**src/rtl/mem_access_ctrl_if.sv**
```systemverilog
// Shared memory-bus bundle between the fetch/data requesters, the access
// controller and the ROM/RAM arrays.
interface mem_access_ctrl_if #(
    parameter int unsigned ADDR_W = 13,
    parameter int unsigned DATA_W = 8
);
    // Fetch requester
    logic              if_req;
    logic [ADDR_W-1:0] if_addr;
    logic              if_gnt;
    logic [DATA_W-1:0] if_rdata;
    // Data requester
    logic              d_req;
    logic              d_we;
    logic [ADDR_W-1:0] d_addr;
    logic [DATA_W-1:0] d_wdata;
    logic              d_gnt;
    logic [DATA_W-1:0] d_rdata;
    logic              d_err;
    // Memory arrays
    logic [ADDR_W-1:0] mem_addr;
    logic [DATA_W-1:0] mem_wdata;
    logic              mem_rd;
    logic              mem_wr;
    logic              rom_en;
    logic              ram_en;
    logic [DATA_W-1:0] mem_rdata;

    // Controller side
    modport slave (
        input  if_req, if_addr, d_req, d_we, d_addr, d_wdata, mem_rdata,
        output if_gnt, if_rdata, d_gnt, d_rdata, d_err,
        output mem_addr, mem_wdata, mem_rd, mem_wr, rom_en, ram_en
    );

    // Requesters and memory side
    modport master (
        output if_req, if_addr, d_req, d_we, d_addr, d_wdata, mem_rdata,
        input  if_gnt, if_rdata, d_gnt, d_rdata, d_err,
        input  mem_addr, mem_wdata, mem_rd, mem_wr, rom_en, ram_en
    );
endinterface

```
**src/rtl/mem_access_ctrl.sv**
```systemverilog
// Round-robin arbiter and sequencer for the shared ROM/RAM bus. Fetch and
// data requests are serialised through IDLE -> ACCESS -> RESP, with
// per-region wait states and registered read data.
module mem_access_ctrl #(
    parameter int unsigned ADDR_W   = 13,
    parameter int unsigned DATA_W   = 8,
    parameter int unsigned ROM_WAIT = 1,
    parameter int unsigned RAM_WAIT = 0
) (
    input logic              clk,
    input logic              rst,
    mem_access_ctrl_if.slave bus
);

    typedef enum logic [1:0] {StIdle, StAccess, StResp} state_e;

    localparam logic [3:0] RomWaitCnt = 4'(ROM_WAIT);
    localparam logic [3:0] RamWaitCnt = 4'(RAM_WAIT);
    localparam logic       PortFetch  = 1'b0;
    localparam logic       PortData   = 1'b1;

    state_e            state_q, state_d;
    logic              owner_q, owner_d;
    logic              last_q, last_d;
    logic              we_q, we_d;
    logic              err_q, err_d;
    logic [3:0]        cnt_q, cnt_d;
    logic [ADDR_W-1:0] mem_addr_q, mem_addr_d;
    logic [DATA_W-1:0] mem_wdata_q, mem_wdata_d;
    logic [DATA_W-1:0] if_rdata_q, if_rdata_d;
    logic [DATA_W-1:0] d_rdata_q, d_rdata_d;

    logic              sel_data;
    logic              sel_we;
    logic [ADDR_W-1:0] sel_addr;
    logic              if_gnt, d_gnt, d_err;
    logic              mem_rd, mem_wr, rom_en, ram_en;

    // Next-state, capture and strobe decode
    always_comb begin
        state_d     = state_q;
        owner_d     = owner_q;
        last_d      = last_q;
        we_d        = we_q;
        err_d       = err_q;
        cnt_d       = cnt_q;
        mem_addr_d  = mem_addr_q;
        mem_wdata_d = mem_wdata_q;
        if_rdata_d  = if_rdata_q;
        d_rdata_d   = d_rdata_q;
        if_gnt      = 1'b0;
        d_gnt       = 1'b0;
        d_err       = 1'b0;
        mem_rd      = 1'b0;
        mem_wr      = 1'b0;
        rom_en      = 1'b0;
        ram_en      = 1'b0;

        // Data wins when alone, or on a tie when fetch was served last
        sel_data = bus.d_req & (~bus.if_req | (last_q == PortFetch));
        sel_addr = sel_data ? bus.d_addr : bus.if_addr;
        sel_we   = sel_data & bus.d_we;

        unique case (state_q)
            StIdle: begin
                if (bus.if_req || bus.d_req) begin
                    owner_d = sel_data ? PortData : PortFetch;
                    last_d  = sel_data ? PortData : PortFetch;
                    we_d    = sel_we;
                    if (sel_we && !sel_addr[ADDR_W-1]) begin
                        // ROM write: never touches the bus, completes with error
                        err_d   = 1'b1;
                        state_d = StResp;
                    end else begin
                        err_d      = 1'b0;
                        mem_addr_d = sel_addr;
                        if (sel_data) begin
                            mem_wdata_d = bus.d_wdata;
                        end
                        cnt_d   = sel_addr[ADDR_W-1] ? RamWaitCnt : RomWaitCnt;
                        state_d = StAccess;
                    end
                end
            end
            StAccess: begin
                rom_en = ~mem_addr_q[ADDR_W-1];
                ram_en = mem_addr_q[ADDR_W-1];
                mem_rd = ~we_q;
                // Write strobe only on the last cycle so wait states give address setup
                mem_wr = we_q & (cnt_q == 4'd0);
                if (cnt_q == 4'd0) begin
                    state_d = StResp;
                    if (!we_q) begin
                        if (owner_q == PortData) begin
                            d_rdata_d = bus.mem_rdata;
                        end else begin
                            if_rdata_d = bus.mem_rdata;
                        end
                    end
                end else begin
                    cnt_d = cnt_q - 4'd1;
                end
            end
            StResp: begin
                if_gnt  = (owner_q == PortFetch);
                d_gnt   = (owner_q == PortData);
                d_err   = (owner_q == PortData) & err_q;
                state_d = StIdle;
            end
            default: begin
                state_d = StIdle;
            end
        endcase
    end

    // State and capture registers; reset aborts any access in flight
    always_ff @(posedge clk or posedge rst) begin
        if (rst) begin
            state_q     <= StIdle;
            owner_q     <= PortFetch;
            last_q      <= PortFetch;
            we_q        <= 1'b0;
            err_q       <= 1'b0;
            cnt_q       <= 4'd0;
            mem_addr_q  <= '0;
            mem_wdata_q <= '0;
            if_rdata_q  <= '0;
            d_rdata_q   <= '0;
        end else begin
            state_q     <= state_d;
            owner_q     <= owner_d;
            last_q      <= last_d;
            we_q        <= we_d;
            err_q       <= err_d;
            cnt_q       <= cnt_d;
            mem_addr_q  <= mem_addr_d;
            mem_wdata_q <= mem_wdata_d;
            if_rdata_q  <= if_rdata_d;
            d_rdata_q   <= d_rdata_d;
        end
    end

    assign bus.if_gnt    = if_gnt;
    assign bus.if_rdata  = if_rdata_q;
    assign bus.d_gnt     = d_gnt;
    assign bus.d_rdata   = d_rdata_q;
    assign bus.d_err     = d_err;
    assign bus.mem_addr  = mem_addr_q;
    assign bus.mem_wdata = mem_wdata_q;
    assign bus.mem_rd    = mem_rd;
    assign bus.mem_wr    = mem_wr;
    assign bus.rom_en    = rom_en;
    assign bus.ram_en    = ram_en;

endmodule

```
**src/flat_wrapper.sv**
```systemverilog
// flat-port wrapper written by rule: the top's interface ports become plain ports
module mem_access_ctrl_flat 
#(
    parameter int unsigned ADDR_W   = 13,
    parameter int unsigned DATA_W   = 8,
    parameter int unsigned ROM_WAIT = 1,
    parameter int unsigned RAM_WAIT = 0
)
  (clk, rst, bus_if_req, bus_if_addr, bus_d_req, bus_d_we, bus_d_addr, bus_d_wdata, bus_mem_rdata, bus_if_gnt, bus_if_rdata, bus_d_gnt, bus_d_rdata, bus_d_err, bus_mem_addr, bus_mem_wdata, bus_mem_rd, bus_mem_wr, bus_rom_en, bus_ram_en);
  mem_access_ctrl_if #(.ADDR_W(ADDR_W), .DATA_W(DATA_W)) bus_i ();
  input logic clk;
  input logic rst;
  input wire logic [$bits(bus_i.if_req)-1:0] bus_if_req;
  input wire logic [$bits(bus_i.if_addr)-1:0] bus_if_addr;
  input wire logic [$bits(bus_i.d_req)-1:0] bus_d_req;
  input wire logic [$bits(bus_i.d_we)-1:0] bus_d_we;
  input wire logic [$bits(bus_i.d_addr)-1:0] bus_d_addr;
  input wire logic [$bits(bus_i.d_wdata)-1:0] bus_d_wdata;
  input wire logic [$bits(bus_i.mem_rdata)-1:0] bus_mem_rdata;
  output wire logic [$bits(bus_i.if_gnt)-1:0] bus_if_gnt;
  output wire logic [$bits(bus_i.if_rdata)-1:0] bus_if_rdata;
  output wire logic [$bits(bus_i.d_gnt)-1:0] bus_d_gnt;
  output wire logic [$bits(bus_i.d_rdata)-1:0] bus_d_rdata;
  output wire logic [$bits(bus_i.d_err)-1:0] bus_d_err;
  output wire logic [$bits(bus_i.mem_addr)-1:0] bus_mem_addr;
  output wire logic [$bits(bus_i.mem_wdata)-1:0] bus_mem_wdata;
  output wire logic [$bits(bus_i.mem_rd)-1:0] bus_mem_rd;
  output wire logic [$bits(bus_i.mem_wr)-1:0] bus_mem_wr;
  output wire logic [$bits(bus_i.rom_en)-1:0] bus_rom_en;
  output wire logic [$bits(bus_i.ram_en)-1:0] bus_ram_en;
  assign bus_i.if_req = bus_if_req;
  assign bus_i.if_addr = bus_if_addr;
  assign bus_i.d_req = bus_d_req;
  assign bus_i.d_we = bus_d_we;
  assign bus_i.d_addr = bus_d_addr;
  assign bus_i.d_wdata = bus_d_wdata;
  assign bus_i.mem_rdata = bus_mem_rdata;
  assign bus_if_gnt = bus_i.if_gnt;
  assign bus_if_rdata = bus_i.if_rdata;
  assign bus_d_gnt = bus_i.d_gnt;
  assign bus_d_rdata = bus_i.d_rdata;
  assign bus_d_err = bus_i.d_err;
  assign bus_mem_addr = bus_i.mem_addr;
  assign bus_mem_wdata = bus_i.mem_wdata;
  assign bus_mem_rd = bus_i.mem_rd;
  assign bus_mem_wr = bus_i.mem_wr;
  assign bus_rom_en = bus_i.rom_en;
  assign bus_ram_en = bus_i.ram_en;
  mem_access_ctrl #(.ADDR_W(ADDR_W), .DATA_W(DATA_W), .ROM_WAIT(ROM_WAIT), .RAM_WAIT(RAM_WAIT)) u_core (.clk(clk), .rst(rst), .bus(bus_i));
endmodule
```
**config.mk**
```make
export PLATFORM = sky130hd
export DESIGN_NAME = mem_access_ctrl_flat
export DESIGN_NICKNAME = d
export VERILOG_FILES = /design/src/rtl/mem_access_ctrl_if.sv /design/src/rtl/mem_access_ctrl.sv /design/src/flat_wrapper.sv
export SDC_FILE = /design/constraint.sdc
export NUM_CORES = 1
export LEC_CHECK = 0
export ABC_CLOCK_PERIOD_IN_PS = 4600
export CAP_MARGIN = 15
export CORE_MARGIN = 5
export CORE_UTILIZATION = 25
export DETAILED_ROUTE_END_ITERATION = 7
export GPL_TIMING_DRIVEN = 0
export HOLD_SLACK_MARGIN = 0.02
export PLACE_DENSITY_LB_ADDON = 0.15
export SLEW_MARGIN = 40
export SYNTH_ARGS = -nofsm -noshare
export SYNTH_HDL_FRONTEND = slang
export SYNTH_SLANG_ARGS = --single-unit
```
**constraint.sdc**
```tcl
create_clock -name clk -period 4.6 [get_ports clk]
set_clock_uncertainty 0.2 [all_clocks]
set_input_delay 0.92 -clock clk [delete_from_list [all_inputs] [get_ports clk]]
set_output_delay 0.92 -clock clk [all_outputs]
set_load 0.1 [all_outputs]
```
==> results.yml <==
sta:
  hold_viol_final: 0
  finalCriticalPeriod_ns: 3.011
  setup_viol_count_final: 0
  rsz0062_at_grt: "false"
  max_slew_margin_pct: 50.69
  fin_crit_sh_pct: 65.45
  maxSlewViolCount: 0
  worstMarginPinSlew_ns: 0.7357
  finalSetupTns_ns: 0
  timing.fmax_mhz: 332.2
final_layout:
  drive_above_1_share_pct: 34.60
  final_cell_mix: "clkdlybuf4s50_1 (46), dfrtp_1 (46), buf_2 (45)"
  diodes: 0
  final_nets: 312
  area_growth_pct: 46.21
synthesis:
  synth_cell_type_count: 32
  synth_area_leaders: "dfrtp_1 (56%), mux2_2 (15%), mux2i_1 (5.9%)"
  yosysTopAreaCellShare_pct: 56.17
  yosysTopAreaCell: "dfrtp_1"
  yosysWarnings: 0
  avgSynthCellArea_um2: 12.42
  ys_ff_latch: 46
  syn-num-nets: 214
  syn_area_um2: 2049
  synth-seq-area-share_pct: 56.17
  synthCells: 165
clocking:
  post_cts_buffers: 0
  clk_pin_slew_worst_paths_ns: 0.08
  cts_num_sinks: 46
  cts.htree.levels: 2
  cts_root_buffer: "clkbuf_8"
  insertion_delay_ns: 0.29
  holdBufCountCts: 0
  post_cts_resized: 0
  tritoncts: "done"
  cts_buffer_depth: 2
  cts_buffers: 5
drt:
  vias_per_cell: 4.304
  wl_per_cell_um: 13.88
  postRouteAntennaNets: 0
  first_pass_iters: 4
  wl_mm: 5.107
  vias: 1584
  drcViolationCount: 0
  drt-initial-drc-count: 36
grt:
  grt_antenna_before_repair: 0
  grt_remaining_overflow: 0
  grt_pass1_vias: 1796
  grt_use_total_pct: 10.79
  grt_pass1_wl_mm: 8.631
  grt_max_degree: 27
die:
  core_area_um2: 8093
  die-area_um2: 10110
  io_pins: 91
  fp-row-count: 33
  die-width_um: 100.5
  initial_core_util_pct: 25.32
  fp.dieH_um: 100.5
worst_setup_path:
  crit_required_ns: 3.48
  cp_cell_sequence: "inv_1, ha_1, nor3b_1, nand2_1, nor2_1, buf_2"
  cp_max_fo: 4
  cpMaxStageDelayCell: "buf_2"
  cp_slowest_stage_delay_ns: 0.43
  crit_arrival_ns: 1.89
  end_kind: "primary output"
  start_kind: "register"
  crit_type: "reg -> out"
worst_hold_path:
  hold_path_class: "reg -> reg"
status:
  status: "finished clean"
placement:
  place_congestion: 0.7462
  dp_hpwl_mm: 4.030
  io_buffers: 90
flow_run:
  cap_violations: 0
cells by family after synthesis:
kind of cell             synth area share (%)
multiplexers                            20.70
AND/OR/NAND/NOR                         12.03
adder cells (fa/ha/maj)                 1.221
buffers and inverters                   2.991
AO/OA/AOI/OAI                           6.899
flip-flops                              56.17
per-stage QoR:
stage | cells | instance area, µm² | setup WS, ns | hold slack [ns] | util, %
final | 368 | 2997 | 1.589 | 0.2865 | 37.03
after global routing | 368 | 2997 | 1.380 | 0.3038 | 37.03
after CTS | 368 | 2997 | 1.567 | 0.2943 | 37.03
after detailed placement | 361 | 2884 | 1.633 | 0.2744 | 35.64
after global placement | 360 | 3082 | 1.163 | 0.2606 | 38.08
after floorplan | 165 | 2049 | 0.7985 | 0.2644 | -
sequential cells by signal, summed over array words and instances (netlist names):
signal and count:
u_core.bus.d_rdata 8, u_core.bus.if_rdata 8, u_core.bus.mem_addr 13, u_core.bus.mem_wdata 8
u_core.cnt_q 4, u_core.err_q 1, u_core.owner_q 1, u_core.state_q 2
u_core.we_q 1
synthesized netlist by cell type, drive strengths merged:
library cell and count:
a21boi 1, a21oi 2, a31oi 1, and2 2
and2b 1, and3b 2, buf 5, dfrtp 46
ha 2, inv 5, mux2 27, mux2i 12
nand2 18, nand2b 3, nand3 7, nor2 5
nor3 2, nor3b 2, o211ai 1, o21a 1
o21ai 14, o22a 1, o31ai 1, or3 2
or3b 1, or4 1
critical path, delay by kind of cell, from the launching register on:
kind	cells	cell delay (ns)
AND/OR/NAND/NOR	3	0.53
buffers and inverters	2	0.52
flip-flops	1	0.40
adder cells (fa/ha/maj)	1	0.16
metal layers:
layer	share of wire (%)	global-route usage (%)	wire length, µm
met1	44	13.09	2248
met2	45	16.97	2322
met3	9.7	4.637	493
met4	0.82	4.041	42
met5	0	0	0
path summary, 6_finish.rpt:
kind,start,endpoint,slack (ns),cells after the start
max,u_core.cnt_q[0]$_DFFE_PP0P_,bus_mem_wr,1.59,6
min,u_core.bus.mem_addr[6]$_DFFE_PP0P_,u_core.bus.mem_addr[6]$_DFFE_PP0P_,0.29,2
max reg2reg,u_core.cnt_q[0]$_DFFE_PP0P_,u_core.bus.if_rdata[7]$_DFFE_PP0P_,2.24,6
min reg2reg,u_core.bus.mem_addr[6]$_DFFE_PP0P_,u_core.bus.mem_addr[6]$_DFFE_PP0P_,0.29,2
max in group asynchronous,rst,u_core.cnt_q[3]$_DFFE_PP0P_,3.05,3
min in group asynchronous,rst,u_core.bus.d_rdata[5]$_DFFE_PP0P_,0.72,2
final cells by class:
| cell class | instances | area [µm²] |
|---|---|---|
| Clock inverter | 1 | 30.03 |
| Multi-Input combinational cell | 109 | 837.1 |
| Clock buffer | 6 | 82.58 |
| Fill cell | 839 | 5096 |
| Buffer | 5 | 42.54 |
| Timing Repair Buffer | 91 | 700.7 |
| Tap cell | 105 | 131.4 |
| Inverter | 5 | 21.27 |
| Sequential cell | 46 | 1151 |
Power is left out: the tool's default activity adds up to more than one toggle a clock period on the data nets, which glitch-free logic cannot reach.
==> patch 1, RTL diff (config.mk and constraints unchanged) <==
`ADDR_W` is set to 13 in 3 places; all go to 14.
--- a/src/rtl/mem_access_ctrl_if.sv
+++ b/src/rtl/mem_access_ctrl_if.sv
@@ -2,5 +2,5 @@
 // controller and the ROM/RAM arrays.
 interface mem_access_ctrl_if #(
-    parameter int unsigned ADDR_W = 13,
+    parameter int unsigned ADDR_W = 14,
     parameter int unsigned DATA_W = 8
 );
--- a/src/rtl/mem_access_ctrl.sv
+++ b/src/rtl/mem_access_ctrl.sv
@@ -3,5 +3,5 @@
 // per-region wait states and registered read data.
 module mem_access_ctrl #(
-    parameter int unsigned ADDR_W   = 13,
+    parameter int unsigned ADDR_W   = 14,
     parameter int unsigned DATA_W   = 8,
     parameter int unsigned ROM_WAIT = 1,
--- a/src/flat_wrapper.sv
+++ b/src/flat_wrapper.sv
@@ -2,5 +2,5 @@
 module mem_access_ctrl_flat 
 #(
-    parameter int unsigned ADDR_W   = 13,
+    parameter int unsigned ADDR_W   = 14,
     parameter int unsigned DATA_W   = 8,
     parameter int unsigned ROM_WAIT = 1,
Ports: changed (resized bus_d_addr, bus_if_addr and bus_mem_addr); port bits go from 91 to 94. No check against the original RTL was run, so the function may have changed too.
==> patch 1 against the unedited design <==
Fmax down 0.40%; synthesized cell count up 3.0%; sequential cell count grew 1; worst setup slack got worse by 12 ps; synthesized area is 4.4% higher; design area rose by 3.3%; wire length is 4.1% higher.
Power is left out: the tool's default activity adds up to more than one toggle a clock period on the data nets, which glitch-free logic cannot reach.
==> patch 1: results (changes against the unedited design) <==
[run_status]
status = finished, final reports clean  ; unchanged

[logic_synthesis]
synth_commonest_cells = 47 x dfrtp_1, 26 x mux2_2, 18 x nand2_1, 13 x mux2i_1, 10 x o21ai_2  ; was 46 x dfrtp_1, 27 x mux2_2, 17 x nand2_1, 12 x mux2i_1, 12 x o21ai_0
synth-warning-count = 0  ; unchanged
syn_area_per_cell_um2 = 12.6  ; was 12.4 um^2
async_flop_share = 1.00  ; unchanged
ys_types = 33  ; was 32
ys_seq_area_frac = 0.550  ; was 0.562
ys_top_cells_by_area = dfrtp_1 55%, mux2_2 14%, mux2i_1 6.1%, o21ai_2 4.1%, nand2_1 3.2%  ; was dfrtp_1 56%, mux2_2 15%, mux2i_1 5.9%, nand2_1 3.1%, o21ai_0 2.9%
synth_most_common_cell = dfrtp_1  ; unchanged
synth_nets = 221  ; was 214

[layout]
drive_above_1_share = 0.373  ; was 0.346
largest_reg_flops = 14  ; was 13
final_area_um2 = 3090  ; was 3000 um^2
fillers = 830  ; was 839
finalNetCount = 322  ; was 312

[setup_path]
cp_top_family = buffers and inverters  ; was simple AND/OR/NAND/NOR gates
rrSetupSlack_ps = 2280  ; was 2240 ps
cp_max_fo = 4  ; unchanged
setup.worst_path.start = u_core.cnt_q[0]  ; unchanged
path_buf_inv = 2  ; unchanged
rr_endpoint = u_core.bus.if_rdata[2]  ; was u_core.bus.if_rdata[7]
r2r_cells = 6  ; unchanged

[drt]
wirelength_mm = 5.32  ; was 5.11 mm
via_count = 1659  ; was 1584
dr.pass1.iters = 4  ; unchanged
drtIter0Drc = 11  ; was 36
post_drt_wl_per_cell_um = 14.1  ; was 13.9 um

[placement]
dp.cells = 369  ; was 361
gp_congestion = 0.764  ; was 0.746
placed_area_um2 = 3010  ; was 2880 um^2
port_buffers = 93  ; was 90
hpwl_mm = 4.19  ; was 4.03 mm
post-place-ws_ps = 1510  ; was 1630 ps

[cts]
clk_latency_ps = 290  ; about the same
path_clk_slew_ps = 90
ctsResizeCount = 0  ; unchanged
cts_max_path_buffers = 2  ; unchanged
cts_root_buf = clkbuf_8  ; unchanged
numCtsBuffers = 5  ; unchanged
post_cts_buffers = 0  ; unchanged

[hold_path]
hp-start = u_core.bus.mem_addr[4]  ; was u_core.bus.mem_addr[6]
min_to = u_core.bus.mem_addr[4]  ; was u_core.bus.mem_addr[6]
min_path_type = reg -> reg  ; unchanged

[grt]
grt_pass1_wl_mm = 8.22  ; was 8.63 mm
grt_usage = 0.101  ; was 0.108
grt_max_degree = 41  ; was 27
grt_pass1_vias = 1644  ; was 1796

[timing]
finalCriticalPeriod_ps = 3020  ; was 3010 ps
hold_slack_ps = 280  ; was 287 ps
worstMarginPinSlew_ps = 681  ; was 736 ps

[patch 1: changes by cell type after synthesis, sizes merged]
cell	unedited run	this run
buf	5	6
dfrtp	46	47
mux2i	12	13
nand2	18	19
o21ai	14	15
[patch 1: cell families after synthesis]
| kind of cell | Yosys count | share of synthesized area |
|---|---|---|
| AOI/OAI and AO/OA | 23 | 0.0854 |
| buffers and inverters | 11 | 0.0357 |
| DFF | 47 | 0.550 |
| and+or+nand+nor | 47 | 0.115 |
| muxes | 40 | 0.203 |
| adders and majority gates | 2 | 0.0117 |
[patch 1: area by class of cell]
type | count | share of cell area
buffer | 6 | 0.0186
clock buffer | 6 | 0.0267
clock inverter | 1 | 0.00162
inverter | 5 | 0.00687
multi-input combinational | 112 | 0.287
sequential | 47 | 0.380
tap | 105 | 0.0425
timing repair buffer | 94 | 0.237
[patch 1: metal layers]
metal	global-route usage	up-vias	share of wire
met5	0	-	0
met4	0.0363	0	0.019
met3	0.0447	8	0.11
met2	0.152	70	0.43
met1	0.129	783	0.44
li1	-	798	-
==> patch 2, RTL diff (same settings) <==
Without the edit above. The 3 states of `state_e` get a one-hot encoding in 3 bits.
--- a/src/rtl/mem_access_ctrl.sv
+++ b/src/rtl/mem_access_ctrl.sv
@@ -13,5 +13,5 @@
 );
 
-    typedef enum logic [1:0] {StIdle, StAccess, StResp} state_e;
+    typedef enum logic [2:0] {StIdle = 3'b001, StAccess = 3'b010, StResp = 3'b100} state_e;
 
     localparam logic [3:0] RomWaitCnt = 4'(ROM_WAIT);
Formal check against the unedited RTL: same outputs for any inputs over 4 cycles, from zero or initial values and one cycle with rst high; so few cycles prove little.
==> patch 2 against the unedited design <==
Sequential share of layout area grew 0.10 points; sequential cell count rose by 1; via count grew 4.0%; synthesized area grew 2.1%; synthesized cell count increased by 3.6%; design area up 2.0%; non-clock buffer count is 2 higher; cell count rose by 1.9%; fmax down 4.7%; wire length increased by 7.0%; critical path depth shrank 1; worst setup slack worse by 150 ps; critical path type unchanged; critical endpoint unchanged; largest cell class unchanged; highest routed layer unchanged.
Power is not shown: default switching activity piles up to over one toggle a cycle in this logic, so the estimate is an artifact.
==> patch 2: results (changes against the unedited design) <==
[grt]
grt_pass1_wl_mm = 8.98  ; was 8.63 mm
grtUsageMet1 = 0.148  ; was 0.131
grt_use_met3 = 0.0337  ; was 0.0464
grt_usage = 0.111  ; was 0.108
gr-usage-met2 = 0.175  ; was 0.170
grt_max_degree = 27  ; unchanged
grt.busiest_layer = met2  ; unchanged
grt_pass1_vias = 1724  ; was 1796

[cts]
cts_max_path_buffers = 2  ; unchanged
post_cts_buffers = 0  ; unchanged
clk_latency_ps = 290  ; about the same
cts_root_buf = clkbuf_8  ; unchanged

[drt]
dr.pass1.iters = 4  ; unchanged
dr_wl_met2_mm = 2.70  ; was 2.32 mm
route.met3.wl_um = 325  ; was 493 um
post_drt_wl_per_cell_um = 14.6  ; was 13.9 um
via_count = 1647  ; was 1584
drtIter0Drc = 34  ; was 36
wl_met1_mm = 2.38  ; was 2.25 mm

[logic_synthesis]
ys_top_cells_by_area = dfrtp_1 55%, mux2_2 13%, mux2i_1 6.2%, a21oi_1 3.6%, nor2_1 3.2%  ; was dfrtp_1 56%, mux2_2 15%, mux2i_1 5.9%, nand2_1 3.1%, o21ai_0 2.9%
synthesis.area_um2 = 2090  ; was 2050 um^2
synth-warning-count = 0  ; unchanged
synth_commonest_cells = 46 x dfrtp_1, 25 x mux2_2, 18 x nor2_1, 15 x a21oi_1, 13 x mux2i_1  ; was 46 x dfrtp_1, 27 x mux2_2, 17 x nand2_1, 12 x mux2i_1, 12 x o21ai_0
async_flop_share = 1.00  ; unchanged
synth_nets = 220  ; was 214
ys_types = 33  ; was 32
ys_seq_area_frac = 0.563  ; was 0.562
synth_ff_type = dfrtp_1  ; unchanged

[timing]
worstMarginPinSlew_ps = 645  ; was 736 ps

[layout]
antennaDiodeCount = 0  ; unchanged
fillers = 854  ; was 839
finalNetCount = 318  ; was 312
drive_above_1_share = 0.337  ; was 0.346
largest_reg_flops = 13  ; unchanged

[placement]
hpwl_mm = 4.30  ; was 4.03 mm
port_buffers = 90  ; unchanged
gp_congestion = 0.747  ; was 0.746
placed_area_um2 = 2940  ; was 2880 um^2

[setup_path]
worstPathArrival_ps = 2040  ; was 1890 ps
critPathMaxStageDelay_ps = 420

[run_status]
status = finished, final reports clean  ; unchanged

patch 2: cell types whose count changed in the layout (fill, tap and decap cells not counted), moves of 5 or more:
cell     before  now
buf_2        45   50
a21oi_1       1   15
nand3_1       7    0
o21ai_0      12    2
nor2_1        5   18
nor3_1        1    6
nand2_1      17    4
patch 2: metrics by stage:
stage	worst slack, ps	util	std cells
CTS	1410	0.374	375
detailed placement	1510	0.360	367
global route	1280	0.374	375
global placement	1050	0.384	366
floorplan	189	-	171
finish	1440	0.374	375
patch 2: critical path: cells and delay by family (launching register included):
kind          cells  cell delay [ps]
simple gates      2              610
flops             1              390
buf+inv           2              550
fa+ha+maj         1              200
patch 2: cell type report:
class / count / share of cell area
Buffer: 7 / 0.0123
Clock buffer: 6 / 0.0270
Clock inverter: 2 / 0.0115
Inverter: 5 / 0.00696
Multi-Input combinational cell: 112 / 0.285
Sequential cell: 47 / 0.385
Tap cell: 105 / 0.0430
Timing Repair Buffer: 91 / 0.229
patch 2: kinds of logic (layout without fill, tap and decap cells):
kind of cell    count (synthesis)  count (layout)  synth area share
fa+ha+maj                       2               2            0.0120
buf+inv                        12             111            0.0269
simple gates                   45              45             0.120
mux                            38              38             0.197
compound gates                 26              26            0.0778
flops                          47              47             0.563
xor+xnor                        1               1           0.00419
patch 2: final timing paths:
path / to / slack [ps] / start / cells past startpoint
worst max register to register: u_core.bus.if_rdata[2] / 2180 / u_core.cnt_q[0] / 5
worst min register to register: u_core.bus.if_rdata[0] / 310 / u_core.bus.if_rdata[0] / 1
worst max-delay path: bus_mem_wr / 1440 / u_core.cnt_q[0] / 5
max in group asynchronous: u_core.state_q[0] / 2970 / rst / 3
min in group asynchronous: u_core.bus.mem_wdata[7] / 720 / rst / 2
worst min-delay path: u_core.bus.if_rdata[0] / 310 / u_core.bus.if_rdata[0] / 1
